$ cat config.mk
export PLATFORM = sky130hd
export DESIGN_NAME = multicycle_controller
export DESIGN_NICKNAME = d
export VERILOG_FILES = /design/src/rtl/mips_ctrl_pkg.sv /design/src/rtl/ctrl_out_decode.sv /design/src/rtl/multicycle_controller.sv
export SDC_FILE = /design/constraint.sdc
export NUM_CORES = 1
export LEC_CHECK = 0
export BUFFER_PORTS_ARGS = -buffer_cell sky130_fd_sc_hd__buf_2
export CAP_MARGIN = 25
export CORE_ASPECT_RATIO = 1.5
export CORE_MARGIN = 8
export CORE_UTILIZATION = 30
export DETAILED_ROUTE_END_ITERATION = 6
export SYNTH_ARGS = -nofsm -noshare
export SYNTH_HDL_FRONTEND = slang
export SYNTH_HIERARCHICAL = 1
export SYNTH_SLANG_ARGS = --single-unit
$ cat constraint.sdc
create_clock -name clk -period 2.95 [get_ports clk]
set_input_delay 0.59 -clock clk [delete_from_list [all_inputs] [get_ports clk]]
set_output_delay 0.59 -clock clk [all_outputs]
set_load 0.03 [all_outputs]
$ cat src/rtl/mips_ctrl_pkg.sv
// Shared definitions for the multicycle MIPS control path.
// Holds the 4-bit state encodings, opcode constants, aluop / PCSrc / aluSrcB codes,
// the bundled control-output record and small helper functions used by the
// controller and its output decoder.
package mips_ctrl_pkg;

    typedef enum logic [3:0] {
        ST_FETCH     = 4'd0,
        ST_DECODE    = 4'd1,
        ST_MEM_ADDR  = 4'd2,
        ST_MEM_READ  = 4'd3,
        ST_MEM_WB    = 4'd4,
        ST_MEM_WRITE = 4'd5,
        ST_EXECUTE   = 4'd6,
        ST_R_WB      = 4'd7,
        ST_BRANCH    = 4'd8,
        ST_JUMP      = 4'd9,
        ST_ADDI_EX   = 4'd10,
        ST_ADDI_WB   = 4'd11
    } state_t;

    localparam logic [5:0] OP_RTYPE = 6'b000000;
    localparam logic [5:0] OP_LW    = 6'b100011;
    localparam logic [5:0] OP_SW    = 6'b101011;
    localparam logic [5:0] OP_BEQ   = 6'b000100;
    localparam logic [5:0] OP_J     = 6'b000010;
    localparam logic [5:0] OP_ADDI  = 6'b001000;

    localparam logic [1:0] ALUOP_ADD   = 2'b00;
    localparam logic [1:0] ALUOP_SUB   = 2'b01;
    localparam logic [1:0] ALUOP_FUNCT = 2'b10;

    localparam logic [1:0] PCSRC_ALU    = 2'b00;
    localparam logic [1:0] PCSRC_ALUOUT = 2'b01;
    localparam logic [1:0] PCSRC_JUMP   = 2'b10;

    localparam logic [1:0] SRCB_BREG   = 2'b00;
    localparam logic [1:0] SRCB_FOUR   = 2'b01;
    localparam logic [1:0] SRCB_IMM    = 2'b10;
    localparam logic [1:0] SRCB_IMM_SH = 2'b11;

    // All datapath control inputs driven by the controller.
    typedef struct packed {
        logic       pc_write;
        logic       pc_write_cond;
        logic       i_or_d;
        logic       r_wbar;
        logic       mem_to_reg;
        logic       ir_write;
        logic [1:0] pc_src;
        logic [1:0] aluop;
        logic       alu_src_a;
        logic [1:0] alu_src_b;
        logic       reg_write;
        logic       reg_dst;
    } ctrl_t;

    // Inactive control word: no writes, memory left in read mode, all selects zero.
    function automatic ctrl_t ctrl_idle();
        ctrl_t c;
        c               = '0;
        c.r_wbar        = 1'b1;
        c.pc_src        = PCSRC_ALU;
        c.aluop         = ALUOP_ADD;
        c.alu_src_b     = SRCB_BREG;
        return c;
    endfunction

    // True for the opcodes the controller knows how to execute.
    function automatic logic op_supported(input logic [5:0] op);
        logic ok;
        case (op)
            OP_RTYPE, OP_LW, OP_SW, OP_BEQ, OP_J, OP_ADDI: ok = 1'b1;
            default:                                       ok = 1'b0;
        endcase
        return ok;
    endfunction

endpackage

$ cat src/rtl/ctrl_out_decode.sv
// Moore output decoder for the multicycle controller.
// Ports:
//   state - current controller state
//   ctrl  - full control word for the datapath, a pure function of state
import mips_ctrl_pkg::*;

module ctrl_out_decode (
    input  state_t state,
    output ctrl_t  ctrl
);

    // Map each state to its control word; unlisted fields keep the idle value.
    always_comb begin
        ctrl = ctrl_idle();
        case (state)
            ST_FETCH: begin
                ctrl.i_or_d    = 1'b0;
                ctrl.ir_write  = 1'b1;
                ctrl.alu_src_a = 1'b0;
                ctrl.alu_src_b = SRCB_FOUR;
                ctrl.aluop     = ALUOP_ADD;
                ctrl.pc_src    = PCSRC_ALU;
                ctrl.pc_write  = 1'b1;
            end
            ST_DECODE: begin
                // Branch target is precomputed into aluOutReg here.
                ctrl.alu_src_a = 1'b0;
                ctrl.alu_src_b = SRCB_IMM_SH;
                ctrl.aluop     = ALUOP_ADD;
            end
            ST_MEM_ADDR: begin
                ctrl.alu_src_a = 1'b1;
                ctrl.alu_src_b = SRCB_IMM;
                ctrl.aluop     = ALUOP_ADD;
            end
            ST_MEM_READ: begin
                ctrl.i_or_d = 1'b1;
                ctrl.r_wbar = 1'b1;
            end
            ST_MEM_WB: begin
                ctrl.reg_dst    = 1'b0;
                ctrl.mem_to_reg = 1'b1;
                ctrl.reg_write  = 1'b1;
            end
            ST_MEM_WRITE: begin
                ctrl.i_or_d = 1'b1;
                ctrl.r_wbar = 1'b0;
            end
            ST_EXECUTE: begin
                ctrl.alu_src_a = 1'b1;
                ctrl.alu_src_b = SRCB_BREG;
                ctrl.aluop     = ALUOP_FUNCT;
            end
            ST_R_WB: begin
                ctrl.reg_dst    = 1'b1;
                ctrl.mem_to_reg = 1'b0;
                ctrl.reg_write  = 1'b1;
            end
            ST_BRANCH: begin
                ctrl.alu_src_a     = 1'b1;
                ctrl.alu_src_b     = SRCB_BREG;
                ctrl.aluop         = ALUOP_SUB;
                ctrl.pc_src        = PCSRC_ALUOUT;
                ctrl.pc_write_cond = 1'b1;
            end
            ST_JUMP: begin
                ctrl.pc_src   = PCSRC_JUMP;
                ctrl.pc_write = 1'b1;
            end
            ST_ADDI_EX: begin
                ctrl.alu_src_a = 1'b1;
                ctrl.alu_src_b = SRCB_IMM;
                ctrl.aluop     = ALUOP_ADD;
            end
            ST_ADDI_WB: begin
                ctrl.reg_dst    = 1'b0;
                ctrl.mem_to_reg = 1'b0;
                ctrl.reg_write  = 1'b1;
            end
            default: begin
                ctrl = ctrl_idle();
            end
        endcase
    end

endmodule

$ cat src/rtl/multicycle_controller.sv
// Main control FSM of the multicycle MIPS core.
// Ports:
//   clk, rst        - clock and asynchronous active-high reset
//   opCode          - opcode from the instruction register
//   PCWrite .. RegDst - datapath control (write enables, selects, aluop, memory strobe)
//   state           - current FSM state (debug)
//   illegal_op      - one-cycle flag in the FETCH following an unsupported opcode
//   instr_count     - instructions fetched since reset (wraps)
//   cycle_count     - clock cycles since reset (wraps)
import mips_ctrl_pkg::*;

module multicycle_controller #(
    parameter int COUNT_W = 32
) (
    input  logic               clk,
    input  logic               rst,
    input  logic [5:0]         opCode,
    output logic               PCWrite,
    output logic               PCWriteCond,
    output logic               IorD,
    output logic               r_wbar,
    output logic               memToReg,
    output logic               IRWrite,
    output logic [1:0]         PCSrc,
    output logic [1:0]         aluop,
    output logic               aluSrcA,
    output logic [1:0]         aluSrcB,
    output logic               RegWrite,
    output logic               RegDst,
    output logic [3:0]         state,
    output logic               illegal_op,
    output logic [COUNT_W-1:0] instr_count,
    output logic [COUNT_W-1:0] cycle_count
);

    state_t               state_r;
    state_t               next_state_s;
    logic                 illegal_op_r;
    logic [COUNT_W-1:0]   instr_count_r;
    logic [COUNT_W-1:0]   cycle_count_r;
    ctrl_t                dec_ctrl_s;
    ctrl_t                ctrl_s;

    ctrl_out_decode u_decode (
        .state (state_r),
        .ctrl  (dec_ctrl_s)
    );

    // Next-state selection; opCode is only consulted in DECODE and MEM_ADDR.
    always_comb begin
        next_state_s = ST_FETCH;
        case (state_r)
            ST_FETCH: next_state_s = ST_DECODE;
            ST_DECODE: begin
                case (opCode)
                    OP_RTYPE:     next_state_s = ST_EXECUTE;
                    OP_LW, OP_SW: next_state_s = ST_MEM_ADDR;
                    OP_BEQ:       next_state_s = ST_BRANCH;
                    OP_J:         next_state_s = ST_JUMP;
                    OP_ADDI:      next_state_s = ST_ADDI_EX;
                    default:      next_state_s = ST_FETCH;
                endcase
            end
            ST_MEM_ADDR: begin
                if (opCode == OP_LW) begin
                    next_state_s = ST_MEM_READ;
                end else begin
                    next_state_s = ST_MEM_WRITE;
                end
            end
            ST_MEM_READ: next_state_s = ST_MEM_WB;
            ST_EXECUTE:  next_state_s = ST_R_WB;
            ST_ADDI_EX:  next_state_s = ST_ADDI_WB;
            default:     next_state_s = ST_FETCH;
        endcase
    end

    // State register, illegal-opcode flag and free-running counters.
    always_ff @(posedge clk or posedge rst) begin
        if (rst) begin
            state_r       <= ST_FETCH;
            illegal_op_r  <= 1'b0;
            instr_count_r <= '0;
            cycle_count_r <= '0;
        end else begin
            state_r       <= next_state_s;
            illegal_op_r  <= (state_r == ST_DECODE) && !op_supported(opCode);
            cycle_count_r <= cycle_count_r + COUNT_W'(1);
            if (state_r == ST_FETCH) begin
                instr_count_r <= instr_count_r + COUNT_W'(1);
            end else begin
                instr_count_r <= instr_count_r;
            end
        end
    end

    // Reset overrides the decoded word so no write strobe escapes while rst is high,
    // even though the state register already sits in FETCH.
    always_comb begin
        if (rst) begin
            ctrl_s = ctrl_idle();
        end else begin
            ctrl_s = dec_ctrl_s;
        end
    end

    assign PCWrite     = ctrl_s.pc_write;
    assign PCWriteCond = ctrl_s.pc_write_cond;
    assign IorD        = ctrl_s.i_or_d;
    assign r_wbar      = ctrl_s.r_wbar;
    assign memToReg    = ctrl_s.mem_to_reg;
    assign IRWrite     = ctrl_s.ir_write;
    assign PCSrc       = ctrl_s.pc_src;
    assign aluop       = ctrl_s.aluop;
    assign aluSrcA     = ctrl_s.alu_src_a;
    assign aluSrcB     = ctrl_s.alu_src_b;
    assign RegWrite    = ctrl_s.reg_write;
    assign RegDst      = ctrl_s.reg_dst;
    assign state       = state_r;
    assign illegal_op  = illegal_op_r;
    assign instr_count = instr_count_r;
    assign cycle_count = cycle_count_r;

endmodule

### Word level (Yosys, flattened, before mapping)

Cells that the tools add are included.

* $add $sub $neg: 2
* equality and inequality tests: 16
* multiplexer cells: 14
* reduce and logical (&&, ||, !) cells: 10

Operator list (count)
* adder 32 x 1 -> 32 bit, second input constant: 2
* one-hot mux 5 bit (5 select lines): 1
* one-hot mux 4 bit (6 select lines): 1
* one-hot mux 4 bit (5 select lines): 1
* == test 4 x 3 -> 1 bit, second input constant: 4
* == test 4 bit, second input constant: 4
* 2-to-1 mux 15 bit: 1
* == test 6 bit, second input constant: 2
* OR reduction 2 bit: 5
* == test 4 x 2 -> 1 bit, second input constant: 2
* one-hot mux 2 bit (2 select lines): 2
* 2-to-1 mux 1 bit: 7
* == test 6 x 2 -> 1 bit, second input constant: 1
* == test 6 x 3 -> 1 bit, second input constant: 1
* == test 6 x 4 -> 1 bit, second input constant: 1
* logical NOT 6 bit: 1
* OR reduction 6 bit: 1
* == test 4 x 1 -> 1 bit, second input constant: 1
* logical NOT 4 bit: 1
* 2-to-1 mux 3 bit: 1
* logical AND 1 bit: 1
* logical NOT 1 bit: 1

* bits in registers: 69
* input bits: 8
* output and inout port bits: 84
* logic and storage cells: 46

### Longest topological paths before layout

Gate-level depths: netlist of the first run.

* depth after elaboration: 5
* depth in mapped cells: 6
* depth with buffers taken out: 6

### Cells and area by module

Netlist of the first run, hierarchy kept.

Modules (own cells, without submodules)
* multicycle_controller: times used 1, cells an instance 298, area an instance 3263.1 µm², seq. area each 1726.7 µm²
* ctrl_out_decode: times used 1, cells an instance 30, area an instance 192.7 µm², seq. area each 0.0 µm²

### Worst setup path after synthesis of the first run

Ideal clock, no wire load.

* kind: register -> output
* start point: reg state_r[2] (netlist: state[2])
* end point: out PCWriteCond
* arrival time: 1.701 ns
* required time: 2.360 ns
* path slack: 0.659 ns
* cell stages (with the launch flop): 6
* buffers on the path: 2
* cell sequence: dfrtp_1 buf_2 nand2b_1 nor3_1 buf_4 nor2b_1

RTL lines
* from (decl): line multicycle_controller.sv:36 `state_t state_r;`
* from (signal assigned): line multicycle_controller.sv:86 `state_r <= next_state_s;`
* to (decl): line multicycle_controller.sv:19 `output logic PCWriteCond,`

==> results of run 1 <==
-- kinds of logic (layout without fill, tap and decap cells) --
family                   after synthesis  after routing  synth area share, %
flip-flops                            69             69                49.96
AO/OA/AOI/OAI                         14             14                2.643
buffers and inverters                 16            118                2.209
AND/OR/NAND/NOR                      161            161                27.48
XOR/XNOR                              65             65                16.69
adder cells (fa/ha/maj)                3              3                1.014
-- metal layers --
metal | wire length (um) | share of wire [%] | global-route usage, %
met5 | 0 | 0 | 0
met4 | 236 | 2.8 | 6.421
met3 | 618 | 7.4 | 4.227
met2 | 4035 | 49 | 18.67
met1 | 3421 | 41 | 12.70
-- state kept, by name (all words and copies together), names as in the netlist --
| signal | flops |
|---|---|
| cycle_count | 32 |
| instr_count | 32 |
| state | 4 |
| illegal_op | 1 |
-- worst max-delay path, cell delays in order (launching register included) --
cell and delay, ns:
dfrtp_1 0.62, or3b_1 0.45, a21oi_1 0.13, nor2b_1 0.13, buf_2 0.20
-- cell usage after synthesis (all sizes together) (2+ instances only) --
cell type,number
nand4,18
nor3,11
a21oi,4
xnor2,42
inv,7
nand2b,6
dfrtp,69
o22ai,2
and4,3
nor4,4
nor2,22
and3,13
nand3b,2
nand2,31
and2,4
nor3b,3
xor2,23
nor2b,16
nand3,22
clkbuf,3
ha,2
buf,6
-- cells in the final DEF, fill, tap and decap left out, types with 2 or more instances in the layout --
cell       instances
nor3_1             9
nor3_2             2
nor4_1             2
a21oi_1            4
nand3_1           20
nor2_1            20
nand3_2            2
nand3b_1           2
and4_1             3
xor2_1            22
buf_2             91
clkbuf_16          9
nand2b_1           6
ha_1               2
xnor2_1           42
clkinv_4           2
nor3b_1            3
and3_4             2
and3_1            11
and2_1             4
clkinv_2           2
inv_1              6
dfrtp_1           69
buf_4              4
nand4_2            2
nand4_1           16
nand2_1           31
o22ai_1            2
nor2b_1           16
-- power by group through the flow --
stage / combinational (uW) / clock, uW / sequential [uW]
3_3_place_gp: 522 / 0 / 1110
2_1_floorplan: 288 / 0 / 1200
3_5_place_dp: 528 / 0 / 1110
4_1_cts: 530 / 1120 / 1090
6_report: 521 / 1090 / 1090
5_1_grt: 578 / 1150 / 1110
-- worst max-delay path by stage --
stage,start,to,slack (ns),cells after the start
finish,state[1],aluSrcB[1],0.50,4
floorplan,rst,cycle_count[0],0.42,2
global placement,state[1],aluSrcB[1],0.86,4
detailed placement,state[1],instr_count[29],0.83,5
CTS,state[1],aluSrcB[1],0.47,4
global route,state[1],aluSrcB[1],0.34,4
-- area by class of cell --
class                      count  area (um^2)
clock buffer                   9        225.2
multi-input combinational    243         1653
clock inverter                 7        73.82
sequential                    69         1727
tap                          150        187.7
fill                        1121         6973
inverter                       7        26.28
timing repair buffer          95        485.5
-- per-stage QoR --
stage / hold WS (ns) / util, % / area [um^2] / worst slack, ns
6_report: 0.4006 / 38.57 / 4378 / 0.5001
5_1_grt: 0.4612 / 38.57 / 4378 / 0.3397
4_1_cts: 0.4174 / 38.57 / 4378 / 0.4731
3_5_place_dp: 0.4547 / 35.93 / 4079 / 0.8285
2_1_floorplan: 0.6297 / - / 3456 / 0.4156
3_3_place_gp: 0.4569 / 35.93 / 4079 / 0.8587
==> impl_metrics.ini, run 1 <==
[yosys]
syn_nets = 338
synthTopCellsByArea = dfrtp_1 50%, xnor2_1 11%, xor2_1 5.6%
yosysWarnings = 6
synthFlopType = dfrtp_1
syn_area_per_cell_um2 = 10.54
synth.distinct_cells = 48
synth_edf_count = 0
syn_area_um2 = 3456
synth_top_area_share_pct = 49.96
yosysSeqAreaShare_pct = 49.96
async_flop_share_pct = 100.0
netlist_instances = 328
synth_top_cell_by_area = dfrtp_1
ys_ff_latch = 69

[critical_path]
reg2reg_depth = 5
cp-start-kind = register
path_class = reg2out
r2r_slack_ns = 0.82
arrival_ns = 1.86
worstSetupEndpointType = output pin
r2r-start = state[1]
worst-path-max-fanout = 23
worstPathRequired_ns = 2.36
r2r_end = instr_count[29]

[clock_network]
clkLatencyLatePin_ns = 0.33
clock_sinks = 69
cts_hold_buf = 0
cts_tree = done
htree_num_levels = 3
cts-root-buf = clkbuf_16
cts_buffer_depth = 2
cts_resized = 0
cts.clk_slew.worst_paths_ns = 0.06
post-cts-setup-buffer-count = 0
cts_buffers = 9

[power]
pwr-share-comb_pct = 19.3
p_seq_share_pct = 40.5
ir_drop_mv = 0.3213
swShare_pct = 31.72
p_per_area_nw_per_um2 = 616.6
p_int_uw = 1843
switchingPower_uw = 856.3
leakage_uw = 0.002204
total_power_uw = 2700
p_clk_share_pct = 40.2

[timing]
timing.slew.headroom_pct = 53.79
fin_skew_ns = 0.01070
hold_viol = 0
drv_slew = 0
period_minus_slack_ns = 2.450
rsz0062_at_grt = no
worst_slew_pin_slew_ns = 0.6868
finalSetupViolations = 0
fmax_mhz = 408.2
setup_tns_ns = 0
finalCritPeriodShare_pct = 83.05

[hold_path]
hold_class = in2async

[drt]
drt_first_iter_violations = 62
vias = 2739
viasPerCell = 4.722
drc = 0
wl_per_cell_um = 14.33
firstDrtPassIters = 4
antenna_left = 0
wl_um = 8311

[floorplanning]
io_pins = 92
num_rows = 48
die_w_um = 103.6
initial_core_util_pct = 30.45
die_area_um2 = 15280
die_h_um = 147.5
core-area_um2 = 11350

[global_routing]
antenna_found_initial = 0
grt_pass1_vias = 2803
grt_pass1_wl_um = 14280
grt_max_degree = 29
grt_use_total_pct = 11.48
gr-total-overflow = 0

[placement]
port-buffer-count = 91
dp.cells = 564
gp_congestion = 0.7849
post-dp-hpwl_um = 6227

[finish]
fin_cells = 580
num_antenna_cells = 0
final_layout_size_suffix_gt1_share_pct = 29.53
final_nets = 435
syn2layout_area_growth_pct = 26.68

[outcome]
status = finished clean

[flow_run]
maxCapViolCount = 0
(Power assumes the default switching activity.)
==> inputs of run 2 (changes only) <==
--- a/config.mk
+++ b/config.mk
@@ -5,6 +5,7 @@
 export SDC_FILE = /design/constraint.sdc
 export NUM_CORES = 1
 export LEC_CHECK = 0
+export ABC_AREA = 1
 export BUFFER_PORTS_ARGS = -buffer_cell sky130_fd_sc_hd__buf_2
 export CAP_MARGIN = 25
 export CORE_ASPECT_RATIO = 1.5
==> constraint.sdc (replaced) <==
create_clock -name clk -period 2 [get_ports clk]
set_input_delay 0.4 -clock clk [delete_from_list [all_inputs] [get_ports clk]]
set_output_delay 0.4 -clock clk [all_outputs]
set_load 0.03 [all_outputs]
==> run 2 against run 1 <==
Clock power increased by 43%. Critical path depth increased by 1. Count of clock-buffer cells in the layout increased by 3. First-iteration DRC count increased by 79%. Die area increased by 21%. Final cell count increased by 51%. Non-clock buffer count unchanged. Sequential power increased by 48%. Via count increased by 41%. Synthesized area increased by 24%.
==> impl_metrics.ini, run 2 <==
[outcome]
status = finished clean

[finish]
utilization_pct = 38.17
num_antenna_cells = 0
final_cell_mix = 172 x nand2_1, 89 x buf_2, 79 x nor2_1, 79 x inv_1, 65 x dfrtp_1
final_nets = 687
syn2layout_area_growth_pct = 24.25
layout_commonest_cell = nand2_1
final_layout_size_suffix_gt1_share_pct = 24.93
fillers = 1493

[yosys]
synth.area.mux_share_pct = 0
async_flop_share_pct = 100.0
synth_edf_count = 0
synth_top_family_by_area = simple AND/OR/NAND/NOR gates
synth_xor_area_share_pct = 7.132
netlist_instances = 573
syn_area_um2 = 4298
synth.distinct_cells = 31
synthAdderAreaFrac_pct = 0.5822
synth_top_cell_by_area = dfrtp_1
yosysWarnings = 6
synth_top_area_share_pct = 40.17
synthFlopType = dfrtp_1
ys_ff_latch = 69
synthTopCellsByArea = dfrtp_1 40%, nand2_1 15%, inv_1 7.0%
synth_compound_area_share_pct = 1.135
syn_area_per_cell_um2 = 7.501
yosysSeqAreaShare_pct = 40.17
synth_common_cells = 173 x nand2_1, 80 x inv_1, 80 x nor2_1
yosysMostFrequentCell = nand2_1
yosys.area_share.simple_pct = 43.00
syn_nets = 583

[critical_path]
r2r_end = instr_count[28]
arrival_ns = 1.49
cp-start-kind = register
r2r-start = state[3]
worstSetupEndpointType = output pin
worst-path-max-fanout = 7
path_class = reg2out
r2r_slack_ns = 0.40
reg2reg_depth = 9
worstPathRequired_ns = 1.60

[clock_network]
clkLatencyLatePin_ns = 0.33
cts.clk_slew.worst_paths_ns = 0.06
cts_buffers = 9
htree_num_levels = 3
cts-root-buf = clkbuf_16
cts_hold_buf = 0
cts_tree = done
clock_sinks = 69
cts_buffer_depth = 2

[global_routing]
grt_pass1_vias = 4005
antenna_found_initial = 0
gr-total-overflow = 0
grt_use_total_pct = 13.42
grt_pass1_wl_um = 19630
grt_max_degree = 70

[drt]
vias = 3857
wl_um = 11720
wl_met3_um = 858
drc = 0
drt_first_iter_violations = 111
wl_per_cell_um = 13.41
firstDrtPassIters = 4
drt-met1-wl_um = 4434
viasPerCell = 4.413
wl_met2_um = 6150
antenna_left = 0
top_layer = met4

[placement]
gp_congestion = 0.9077
post-dp-hpwl_um = 9314
port-buffer-count = 91

[power]
ir_drop_mv = 0.3233
swShare_pct = 33.16
p_per_area_nw_per_um2 = 749.8
p_clk_share_pct = 39.0
switchingPower_uw = 1328
leakage_uw = 0.002857
p_int_uw = 2677
pwr-share-comb_pct = 20.8
p_seq_share_pct = 40.2

[timing]
setup_tns_ns = 0
drv_slew = 0
hold_viol = 0
finalCritPeriodShare_pct = 94.26
period_minus_slack_ns = 1.885
timing.slew.headroom_pct = 70.88
finalSetupViolations = 0
fin_skew_ns = 0.006190
fmax_mhz = 530.5
rsz0062_at_grt = no
hold_ws_ns = 0.2811
worst_slew_pin_slew_ns = 0.4335

[floorplanning]
num_rows = 53
die_h_um = 162.6
die_area_um2 = 18490
core-area_um2 = 13990
die_w_um = 113.7
initial_core_util_pct = 30.72
io_pins = 92

[flow_run]
maxCapViolCount = 0

[hold_path]
hold_class = in2async
## run 2: cell count changes in the layout (fill, tap and decap cells not counted), moves of 6 or more
cell,delta
nand2b_1,-6
nor2_4,+9
nand2_4,+6
nor2_2,+10
and3_1,-11
nand2_1,+141
xnor2_1,-31
nor2_1,+59
nand3_1,+14
inv_1,+73
nor2b_1,-16
## run 2: through the flow
step,worst slack (ns),power (uW),cells,cell area (um^2)
floorplan,0.1010,2238,573,4302
global placement,0.3524,2466,855,5006
detailed placement,0.3462,2472,855,5006
CTS,0.01904,4073,871,5305
global route,0.001509,4238,874,5340
finish,0.1148,4004,874,5340
## run 2: metal layers
metal	up-vias	track usage, %
met5	-	0
met4	0	5.474
met3	20	5.085
met1	1753	13.26
met2	104	24.51
li1	1980	-
## run 2: worst max path at each step
stage / from / end / depth (start not counted)
final: state[2] / r_wbar / 5
after global routing: state[1] / aluSrcA / 6
after CTS: state[1] / RegWrite / 7
after detailed placement: state[2] / r_wbar / 5
after global placement: state[2] / r_wbar / 5
after floorplan: state[3] / PCWriteCond / 7
## run 2: final cells by class
type	instances	area (um^2)	area share [%]
multi-input combinational	415	2233	41.82
clock inverter	4	30.03	0.5623
inverter	87	335.3	6.279
timing repair buffer	95	503.0	9.419
sequential	69	1732	32.43
tap	192	240.2	4.499
clock buffer	12	266.5	4.991
## run 2: timing repair
| item | 4_1_cts | 5_1_grt |
|---|---|---|
| resized for setup | 2 | 6 |
| setup buffers | 0 | 3 |
| setup endpoints to repair | 2 | 11 |
| gates cloned | 0 | 0 |
## run 2: power by group through the flow
stage                     logic (uW)  clock network, uW  registers, uW
final                            832               1560           1610
after global routing             934               1670           1630
after CTS                        839               1620           1610
after detailed placement         838                  0           1630
after global placement           837                  0           1630
after floorplan                  457                  0           1780
## run 2: logic make-up after synthesis
family / Yosys count
compound gates: 8
xor+xnor: 35
buf+inv: 89
flops: 69
simple gates: 370
fa+ha+maj: 2
## run 2: critical path, stage by stage, from the launching register on
cell and delay [ns]:
dfrtp_2 0.42, inv_2 0.08, nor2_2 0.12, nand2_1 0.09, or2_2 0.27, buf_2 0.18
==> inputs of run 3 (changes only) <==
--- a/config.mk
+++ b/config.mk
@@ -9,7 +9,6 @@
 export BUFFER_PORTS_ARGS = -buffer_cell sky130_fd_sc_hd__buf_2
 export CAP_MARGIN = 25
 export CORE_ASPECT_RATIO = 1.5
-export CORE_MARGIN = 8
 export CORE_UTILIZATION = 30
 export DETAILED_ROUTE_END_ITERATION = 6
 export SYNTH_ARGS = -nofsm -noshare
==> run 3 against run 2 <==
Final cell count fell by 0.23%. Critical path depth did not move. First-iteration DRC count rose by 7.2%. Via count fell by 1.0%. Die area fell by 20%. Sequential share of layout area fell by 0.053 points. Fmax fell by 1.1%. Cell area rose by 0.16%. Wire length fell by 6.8%. Highest routed layer unchanged.
==> impl_metrics.ini, run 3 (synthesis results as in run 2) <==
[clock_network]
clkLatencyLatePin_ns = 0.33
cts_buffers = 9
htree_num_levels = 3
clock_sinks = 69
cts_hold_buf = 0
cts_buffer_depth = 2
cts.clk_slew.worst_paths_ns = 0.05
cts-root-buf = clkbuf_16
cts_tree = done

[critical_path]
worstPathRequired_ns = 1.60
path_class = reg2out
worstSetupEndpointType = output pin
worst-path-max-fanout = 7
crit_start = state[2]
arrival_ns = 1.51
r2r_slack_ns = 0.38
r2r-start = state[3]
cp-start-kind = register

[finish]
layout_commonest_cell = nand2_1
final_cell_mix = 172 x nand2_1, 88 x buf_2, 80 x nor2_1
fin_cells = 872
postLayoutCellArea_um2 = 5349
final_layout_size_suffix_gt1_share_pct = 24.56
num_antenna_cells = 0
syn2layout_area_growth_pct = 24.45
final_nets = 686

[timing]
finalCritPeriodShare_pct = 95.26
fin_skew_ns = 0.007239
period_minus_slack_ns = 1.905
hold_viol = 0
timing.slew.headroom_pct = 63.50
finalSetupViolations = 0
setup_tns_ns = 0
rsz0062_at_grt = yes
fmax_mhz = 524.9
drv_slew = 0
worst_slew_pin_slew_ns = 0.5464

[placement]
gp_congestion = 0.8353
post-dp-hpwl_um = 8646
dp.cells = 856
placed_area_um2 = 5026
port-buffer-count = 91

[drt]
wl_met2_um = 5658
vias = 3818
drc = 0
viasPerCell = 4.378
wl_per_cell_um = 12.52
antenna_left = 0
wl_um = 10920
top_layer = met4
wl_met3_um = 544
drt-met1-wl_um = 4388
firstDrtPassIters = 4
drt_first_iter_violations = 119

[global_routing]
gr-total-overflow = 0
grt_pass1_vias = 3877
antenna_found_initial = 0
grt_use_total_pct = 15.94
grt_pass1_wl_um = 18420
grt_max_degree = 28

[floorplanning]
io_pins = 92
num_rows = 53
die_area_um2 = 14820
die_h_um = 148.6
initial_core_util_pct = 30.72
die_w_um = 99.73
core-area_um2 = 13990

[power]
ir_drop_mv = 0.3306
p_per_area_nw_per_um2 = 756.4
leakage_uw = 0.002859

[hold_path]
hold_class = in2async

[outcome]
status = finished clean

[flow_run]
maxCapViolCount = 0
-- run 3: changes by cell type in the layout (fill, tap and decap cells not counted), sizes merged --
cell,before,now
buf,93,92
bufinv,0,1
clkbuf,14,13
inv,86,85
-- run 3: stage by stage --
step	util [%]	setup WS [ns]	hold WS [ns]	total power (uW)
2_1_floorplan	-	0.1010	0.5509	2238
3_3_place_gp	35.92	0.3862	0.4796	2456
3_5_place_dp	35.92	0.3606	0.4930	2471
4_1_cts	38.07	0.01089	0.2609	4092
5_1_grt	38.23	-0.03355	0.2869	4248
6_report	38.23	0.09475	0.2422	4046
-- run 3: worst paths after layout --
| check | endpoint | cells past startpoint |
|---|---|---|
| setup / recovery | r_wbar | 5 |
| hold / removal | instr_count[17] | 2 |
| setup reg to reg | instr_count[30] | 9 |
| hold reg to reg | cycle_count[31] | 2 |
| max in group asynchronous | cycle_count[21] | 3 |
| min in group clk | state[1] | 4 |
-- run 3: area by class of cell --
type | count | area, um^2
Tap cell | 192 | 240.2
Clock inverter | 4 | 47.55
Clock buffer | 11 | 252.7
Inverter | 87 | 335.3
Fill cell | 1482 | 8643
Timing Repair Buffer | 94 | 510.5
Multi-Input combinational cell | 415 | 2231
Sequential cell | 69 | 1732
-- run 3: metal layers --
layer / vias up / GRT usage (%)
li1: 1981 / -
met1: 1711 / 16.83
met2: 103 / 29.59
met3: 23 / 3.806
met4: 0 / 6.985
met5: - / 0
-- run 3: timing repair --
action | 4_1_cts | 5_1_grt
gates resized for setup | 0 | 9
endpoints found under the setup margin | 0 | 14
buffers inserted | 0 | 1
-- run 3: worst max-delay path, stage by stage, from the launching register on --
cell	delay (ns)
dfrtp_2	0.44
inv_2	0.08
nor2_2	0.13
nand2_1	0.09
or2_2	0.26
buf_2	0.18
-- run 3: power by group --
| group | internal, uW | total, uW | switching [uW] | leakage, uW |
|---|---|---|---|---|
| Sequential | 1490 | 1610 | 121 | 0.000929 |
| Combinational | 249 | 833 | 583 | 0.00178 |
| Clock | 1020 | 1610 | 584 | 0.000147 |
